File: src/rtl/rr_arb_out_queue.sv
// rr_arb_out_queue: FIFO buffer behind the 4-input round-robin arbiter.
// Holds granted beats as {tag, bits} pairs and tracks per-source occupancy
// so upstream logic can see which sources still have beats in flight.
// Optional macro RR_ARB_OUT_QUEUE_FLOW_EN: flow-through bypass when empty.
module rr_arb_out_queue #(
    parameter int DEPTH = 4,
    parameter int WIDTH = 8,
    parameter int TAG_W = 2,
    localparam int NSRC = 1 << TAG_W,
    localparam int PW   = $clog2(DEPTH),
    localparam int CW   = $clog2(DEPTH + 1)
) (
    input  logic             clk,
    input  logic             reset,
    input  logic             io_enq_valid,
    output logic             io_enq_ready,
    input  logic [WIDTH-1:0] io_enq_bits,
    input  logic [TAG_W-1:0] io_enq_tag,
    output logic             io_deq_valid,
    input  logic             io_deq_ready,
    output logic [WIDTH-1:0] io_deq_bits,
    output logic [TAG_W-1:0] io_deq_tag,
    output logic [CW-1:0]    io_count,
    output logic [NSRC-1:0]  io_src_pending
);

    typedef struct packed {
        logic [TAG_W-1:0] tag;
        logic [WIDTH-1:0] bits;
    } entry_t;

    entry_t          mem [DEPTH];
    logic [PW-1:0]   wp;
    logic [PW-1:0]   rp;
    logic [CW-1:0]   count;
    logic [CW-1:0]   srccnt [NSRC];

    entry_t          head;
    logic            stored_valid;
    logic            bypass;
    logic            enq_fire;
    logic            deq_fire;
    logic [NSRC-1:0] src_inc;
    logic [NSRC-1:0] src_dec;

    assign head         = mem[rp];
    assign stored_valid = (count != '0);
    // Ready depends only on occupancy, so there is no comb path from io_deq_ready.
    assign io_enq_ready = (count != CW'(DEPTH));
    assign io_count     = count;

`ifdef RR_ARB_OUT_QUEUE_FLOW_EN
    // An empty queue hands an offered beat straight to the consumer.
    assign bypass       = !stored_valid && io_enq_valid && io_deq_ready;
    assign io_deq_valid = stored_valid || io_enq_valid;
    assign io_deq_bits  = stored_valid ? head.bits : io_enq_bits;
    assign io_deq_tag   = stored_valid ? head.tag  : io_enq_tag;
`else
    assign bypass       = 1'b0;
    assign io_deq_valid = stored_valid;
    assign io_deq_bits  = head.bits;
    assign io_deq_tag   = head.tag;
`endif

    // A bypassed beat is neither written nor read from storage.
    assign enq_fire = io_enq_valid && io_enq_ready && !bypass;
    assign deq_fire = stored_valid && io_deq_ready;

    // Decode which source counters step up or down this cycle.
    always_comb begin
        // NOTE: every comb output gets a default first so no latch is inferred.
        src_inc        = '0;
        src_dec        = '0;
        io_src_pending = '0;
        for (int k = 0; k < NSRC; k++) begin
            src_inc[k]        = enq_fire && (io_enq_tag == TAG_W'(k));
            src_dec[k]        = deq_fire && (head.tag == TAG_W'(k));
            io_src_pending[k] = (srccnt[k] != '0);
        end
    end

    // Pointer and occupancy state; pointers wrap naturally at power-of-two DEPTH.
    always_ff @(posedge clk or negedge reset) begin
        if (!reset) begin
            // NOTE: sequential state uses non-blocking assignments only.
            wp    <= '0;
            rp    <= '0;
            count <= '0;
        end else begin
            if (enq_fire) wp <= wp + PW'(1);
            if (deq_fire) rp <= rp + PW'(1);
            case ({enq_fire, deq_fire})
                2'b10:   count <= count + CW'(1);
                2'b01:   count <= count - CW'(1);
                default: count <= count;
            endcase
        end
    end

    // Per-source occupancy counters; same-tag enq and deq cancel out.
    always_ff @(posedge clk or negedge reset) begin
        if (!reset) begin
            for (int k = 0; k < NSRC; k++) srccnt[k] <= '0;
        end else begin
            for (int k = 0; k < NSRC; k++) begin
                case ({src_inc[k], src_dec[k]})
                    2'b10:   srccnt[k] <= srccnt[k] + CW'(1);
                    2'b01:   srccnt[k] <= srccnt[k] - CW'(1);
                    default: srccnt[k] <= srccnt[k];
                endcase
            end
        end
    end

    // Entry storage written on enqueue fire.
    // NOTE: the data array is deliberately not reset; io_deq_valid qualifies it.
    always_ff @(posedge clk) begin
        if (enq_fire) mem[wp] <= '{tag: io_enq_tag, bits: io_enq_bits};
    end

endmodule

File: config.mk
export PLATFORM = sky130hd
export DESIGN_NAME = rr_arb_out_queue
export DESIGN_NICKNAME = d
export VERILOG_FILES = /design/src/rtl/rr_arb_out_queue.sv
export SDC_FILE = /design/constraint.sdc
export NUM_CORES = 1
export LEC_CHECK = 0
export CORE_MARGIN = 2
export CORE_UTILIZATION = 54
export CTS_CLUSTER_SIZE = 20
export DETAILED_ROUTE_END_ITERATION = 12
export PLACE_DENSITY = 0.79
export SETUP_SLACK_MARGIN = 0.05
export SLEW_MARGIN = 20
export SYNTH_ARGS = -nofsm -noshare
export SYNTH_HDL_FRONTEND = slang
export SYNTH_SLANG_ARGS = --single-unit
File: constraint.sdc
create_clock -name clk -period 3.1 [get_ports clk]
set_input_delay 0.62 -clock clk [delete_from_list [all_inputs] [get_ports clk]]
set_output_delay 0.62 -clock clk [all_outputs]
set_load 0.02 [all_outputs]
Word level (Yosys, flattened, before mapping). Memory sizes are Yosys's and may differ from the RTL's. Index checks and enable logic that the tools add are counted.

Reduce and logical (&&, ||, !) cells: 22. Multiplexer cells: 7. $add $sub $neg: 12. Divide/modulo/power cells: 0. Bitwise operators: 0. Multiply operators: 0. Shift-type cells: 0. Order comparisons: 0. Equal/unequal tests: 17.

Operators by type and width (count): 3-bit one-hot mux with 2 select lines (5); 2-bit == test (second input constant) (9); 3-bit by 1-bit adder with 3-bit output (second input constant) (5); 3-bit nonzero test (5); 3-bit by 1-bit subtractor with 3-bit output (second input constant) (5); 2-bit by 1-bit == test with 1-bit output (second input constant) (7); 1-bit logical AND (10); 2-bit nonzero test (5); 2-bit by 1-bit adder with 2-bit output (second input constant) (2); 2-bit zero test (2); 3-bit inequality test (second input constant) (1); 1-bit 2-to-1 mux (2).

Input port bits: 14. Bits in latches: 0. Flip-flop bits (word level): 19. Output and inout bits: 19. Bits in writable memories: 40. Memory bits (read-only): 0. Memories kept: 1. Word-level logic and storage cells: 66.

Memories: mem (words 4, width 10, rd ports 1, clocked after memory_dff 0, write ports 1, line 32) `entry_t mem [DEPTH];`.

Depth between registers and ports, before layout.
Word-level depth: 5. Depth in mapped cells: 11. Depth with buffers taken out: 10.

Least setup slack after synthesis. Ideal clock, no wire load.

Kind: flip-flop to flip-flop. Start point: register count[2] (netlist: io_count[2]). End point: register srccnt[2] in the netlist's numbering. Data required time: 2.975 ns. Period minus slack after synthesis: 2.428 ns. Stages on the path, launching flop included: 10. Library setup time: 0.125 ns. Path slack: 0.672 ns. Arrival time: 2.302 ns. Path buffers: 0. Path through: dfrtp_1 > or3_2 > nand2_1 > inv_2 > and3_1 > ha_1 > fa_1 > xnor2_1 > nor2_1 > xor2_1.

Word-level cells in the longest chain between the ends: 5. Elaborated cells on any way between the ends: 10. Classes of those cells: eq/ne: 3; mux: 1; reduce/logical: 6.

RTL lines: from (decl) (line 35) `logic [CW-1:0] count;`; from (signal assigned) (line 93) `2'b10: count <= count + CW'(1);`; from (signal assigned) (line 94) `2'b01: count <= count - CW'(1);`; from (signal assigned) (line 95) `default: count <= count;`; 3-bit nonzero test * (line 47) `assign stored_valid = (count != '0);`; via io_deq_valid (line 19) `output logic io_deq_valid,`; 1-bit logical AND * (line 67) `assign deq_fire = stored_valid && io_deq_ready;`; via deq_fire (line 42) `logic deq_fire;`; 1-bit logical AND * (line 77) `src_dec[k] = deq_fire && (head.tag == TAG_W'(k));`; 2-bit by 1-bit == test with 1-bit output / 2-bit == test (equally long branches) (line 106) `case ({src_inc[k], src_dec[k]})`; 3-bit one-hot mux with 2 select lines / 2-bit nonzero test (equally long branches); to (signal, indexed assignment) (line 107) `2'b10: srccnt[k] <= srccnt[k] + CW'(1);`; to (signal, indexed assignment) (line 108) `2'b01: srccnt[k] <= srccnt[k] - CW'(1);`; to (signal, indexed assignment) (line 109) `default: srccnt[k] <= srccnt[k];`; to (decl) (line 36) `logic [CW-1:0] srccnt [NSRC];`.

The timed path passes the listed nets; every way through them passes the cells marked *. A chain may end at the register's enable or synchronous reset.

Final worst setup path.
Start point: register rp[0]. End point: output port io_deq_bits[5].

Word-level cells in the longest chain between the ends: 1.

RTL lines: from (decl) (line 34) `logic [PW-1:0] rp;`; from (signal assigned) (line 91) `if (deq_fire) rp <= rp + PW'(1);`; memory read 4 x 10 bit; to (decl) (line 21) `output logic [WIDTH-1:0] io_deq_bits,`.

No other way between the ends.

==> results list <==
- During synthesis, Yosys emitted a total of 0 warnings.
* Primary FF master, synth: sky130_fd_sc_hd__edfxtp_1
- The worst setup path is captured at a primary output.
- Derived from the worst setup path, the maximum achievable clock frequency is 355 MHz.
- Required time at the endpoint of the critical path: ~2.5 ns
- After detailed routing, the total wire length is 4.43 mm.
- At the pin with the least slew margin, the transition time is 0.887 ns.
* I/O pins: 33
- The number of nets in the synthesized netlist is 175.
- Final worst path period share: 0.908
- Leak Pwr: 0.00118 uW
- For met1 alone, demand over resource in global routing was 0.230.
* Antenna-violating nets left: 0
* Number of flops mapped to enable cells by yosys: 40
- After global routing, the most crowded layer is met2.
- Worst reg-to-reg setup slack: 0.56 ns
- Max Cap Violations: 0
- Setup violations remaining at the end of the flow were counted as 0.
* Number of global-route vias before repair: 1,486
* Floorplan die area: 5310 sq um
* Wire length of the first global-routing pass: 7.20 mm
- Of the cells placed in the final design, the portion with a size suffix greater than 1 is 0.180.
* Total clock buffers created by CTS: 9
- Critical path origin: rp[0]
- Final count of hold timing violations: 0
- Counting tap cells, the placed design contains a total of roughly 230 instances.
- Grt met3 use: 0.0552
- Initial core utilization: 0.550
- Post-synthesis cell area: 2560 sq um
* Arr. time, crit path: 2.19 ns
- The first detailed-routing pass ran for 4 iterations.
* Final routed wire length divided by cell count: 17.9 microns
- The die is 72.9 microns wide.
* Leading cell type in the layout, fill and taps excluded: sky130_fd_sc_hd__edfxtp_1
- Row cnt: 25
* Total global routing track utilization: 0.190
- TritonCTS clock tree: built
- Subtracting the final worst setup slack from the clock period gives between 2 and 3 ns.
- DRC: 0
- Buffers inserted during post-CTS setup optimization: 0
- Sequential cell area fraction in the yosys report: 0.655
- Port Buf Inserts: 32
- Post-Synthesis Cells: about 150
* Avg Vias per Cell: between 5 and 6
- Async set-reset flop share out of synthesis: 0.322
* Power density cells: 1030 nW/um^2
* Launch point of the worst hold path: srccnt[2]
* Nets: about 220
* Area of the core: around 4700 sq um
- Source-to-sink clock delay at the later pin of the worst-skew pair: 0.32 ns
* Mapped Avg Cell Area: ~17 sq um
- Max FO, Critical Path: 7
* GRT Residual Overflow: 0
- Final setup skew: 0.00710 ns
- DRT iter0 DRCs: 86
- Endpoint of the most critical setup path: io_deq_bits[5]
- Initial antenna violation count: 0
- Result of the run: finished, final reports clean
- The number of antenna diodes in the final layout is 0.
- Counting flops and latches in the post-synthesis netlist gives 59.
* R2R depth: 8
* Clk pin slew, worst setup/hold paths: 0.06 ns
- Counting every sink on the clock net gives between 50 and 60.
* Hold buffer count at CTS: 0
* Final weighted congestion of routability-driven global placement: between 0.7 and 0.8
* Placed wire-length estimate: approximately 3.1 mm
- CTS HTree Levels: 3
- For the final routed database, the setup TNS stands at 0 ns.
- Counting distinct cell types in the post-synthesis netlist gives 26.
- Most frequent cells in the layout: sky130_fd_sc_hd__edfxtp_1 (40), sky130_fd_sc_hd__clkdlybuf4s50_1 (32), sky130_fd_sc_hd__dfrtp_1 (19), sky130_fd_sc_hd__mux4_2 (10), sky130_fd_sc_hd__xnor2_1 (10)
* Met2 usage: 0.324
- The worst pin sits at a relative slew slack of 0.407.
- The min-delay analysis places its worst path in the category flip-flop to flip-flop.
- IR analysis of the VDD net gives a maximum drop of 0.538 mV.
- Across all layers, the routed design uses roughly 1,400 vias.
- The worst register-to-register path begins at rp[0].
- The area growth from synthesis to layout is 20.9%.
- In this run the deepest clock path goes through 2 buffers.
- The die is 72.9 microns tall.
- R2R Path End: srccnt[11]
- The final max-slew violation count is 0.
* Crit Path Class: flip-flop to primary output
- Setup repair after global routing left no endpoint under its margin.
- The count of cells in the finished layout, fillers not included, comes to 248.
- The worst setup path is launched from a flip-flop.
* Largest net degree at the start of global routing: 20
- Gates resized during post-CTS repair numbered 0.
* Cell chosen for the clock root: sky130_fd_sc_hd__clkbuf_8
## metal layers
metal | routed length (microns) | vias to the layer above
met3 | 180 | 4
met4 | 29 | 0
li1 | - | 618
met2 | 2410 | 34
met5 | 0 | -
met1 | 1810 | 710
## synth_stat cells, types with 3 or more instances
cell / count / share of area
sky130_fd_sc_hd__mux4_2: 10 / 0.088
sky130_fd_sc_hd__fa_1: 5 / 0.039
sky130_fd_sc_hd__xor2_1: 8 / 0.027
sky130_fd_sc_hd__and3_2: 4 / 0.012
sky130_fd_sc_hd__inv_1: 9 / 0.013
sky130_fd_sc_hd__ha_1: 9 / 0.044
sky130_fd_sc_hd__or3_1: 5 / 0.012
sky130_fd_sc_hd__edfxtp_1: 40 / 0.47
sky130_fd_sc_hd__mux2_2: 3 / 0.013
sky130_fd_sc_hd__nand2_1: 3 / 0.0044
sky130_fd_sc_hd__xnor2_1: 10 / 0.034
sky130_fd_sc_hd__nor2_1: 6 / 0.0088
sky130_fd_sc_hd__dfrtp_1: 19 / 0.19
## how the worst min path moves through the flow
| stage | to | slack [ns] | cells after the start |
|---|---|---|---|
| after global placement | srccnt[8] | 0.45 | 1 |
| after detailed placement | srccnt[2] | 0.47 | 1 |
| after global routing | srccnt[8] | 0.49 | 1 |
| after CTS | srccnt[2] | 0.47 | 1 |
| after floorplan | io_count[0] | 0.32 | 0 |
| final | srccnt[2] | 0.47 | 1 |
## cells by family (layout without fill, tap and decap cells)
kind of cell	after synthesis	after routing	synth area share
fa+ha+maj	14	14	0.0831
mux	16	16	0.115
simple gates	27	27	0.0630
xor+xnor	18	18	0.0616
flops	59	59	0.655
buf+inv	13	60	0.0230
## sequential cells by signal, summed over array words and instances, names as in the netlist
| signal | flops |
|---|---|
| mem | 40 |
| srccnt | 12 |
| io_count | 3 |
| rp | 2 |
| wp | 2 |
## power breakdown
group | switching (uW) | leakage [uW] | total (uW) | internal (uW)
registers | 157 | 0.000589 | 1260 | 1100
logic | 680 | 0.000514 | 1390 | 714
clock network | 270 | 0.0000792 | 552 | 282
## metrics by stage
step | utilization | hold WS [ns] | worst slack [ns] | cell area [sq um] | total power (uW)
after floorplan | - | 0.324 | 0.672 | 2560 | 2160
after global placement | 0.631 | 0.448 | 0.527 | 2940 | 2590
after detailed placement | 0.631 | 0.467 | 0.430 | 2940 | 2690
after CTS | 0.664 | 0.475 | 0.237 | 3100 | 3250
after global routing | 0.664 | 0.493 | 0.165 | 3100 | 3410
final | 0.664 | 0.474 | 0.286 | 3100 | 3200
## critical path, cell delays in order (launching register included)
cell and delay, ns:
sky130_fd_sc_hd__dfrtp_1 0.54, sky130_fd_sc_hd__buf_4 0.26, sky130_fd_sc_hd__mux4_2 0.52, sky130_fd_sc_hd__clkdlybuf4s50_1 0.55
## cell type report
class,instances,area (sq um)
well taps,54,67.6
clock inverters,4,17.5
multi-input cells,75,826
repair buffers,34,335
clock buffers,12,135
fillers,320,1570
inverters,10,37.5
flip-flops and latches,59,1680
No activity file was read; power rests on OpenSTA's default activity.
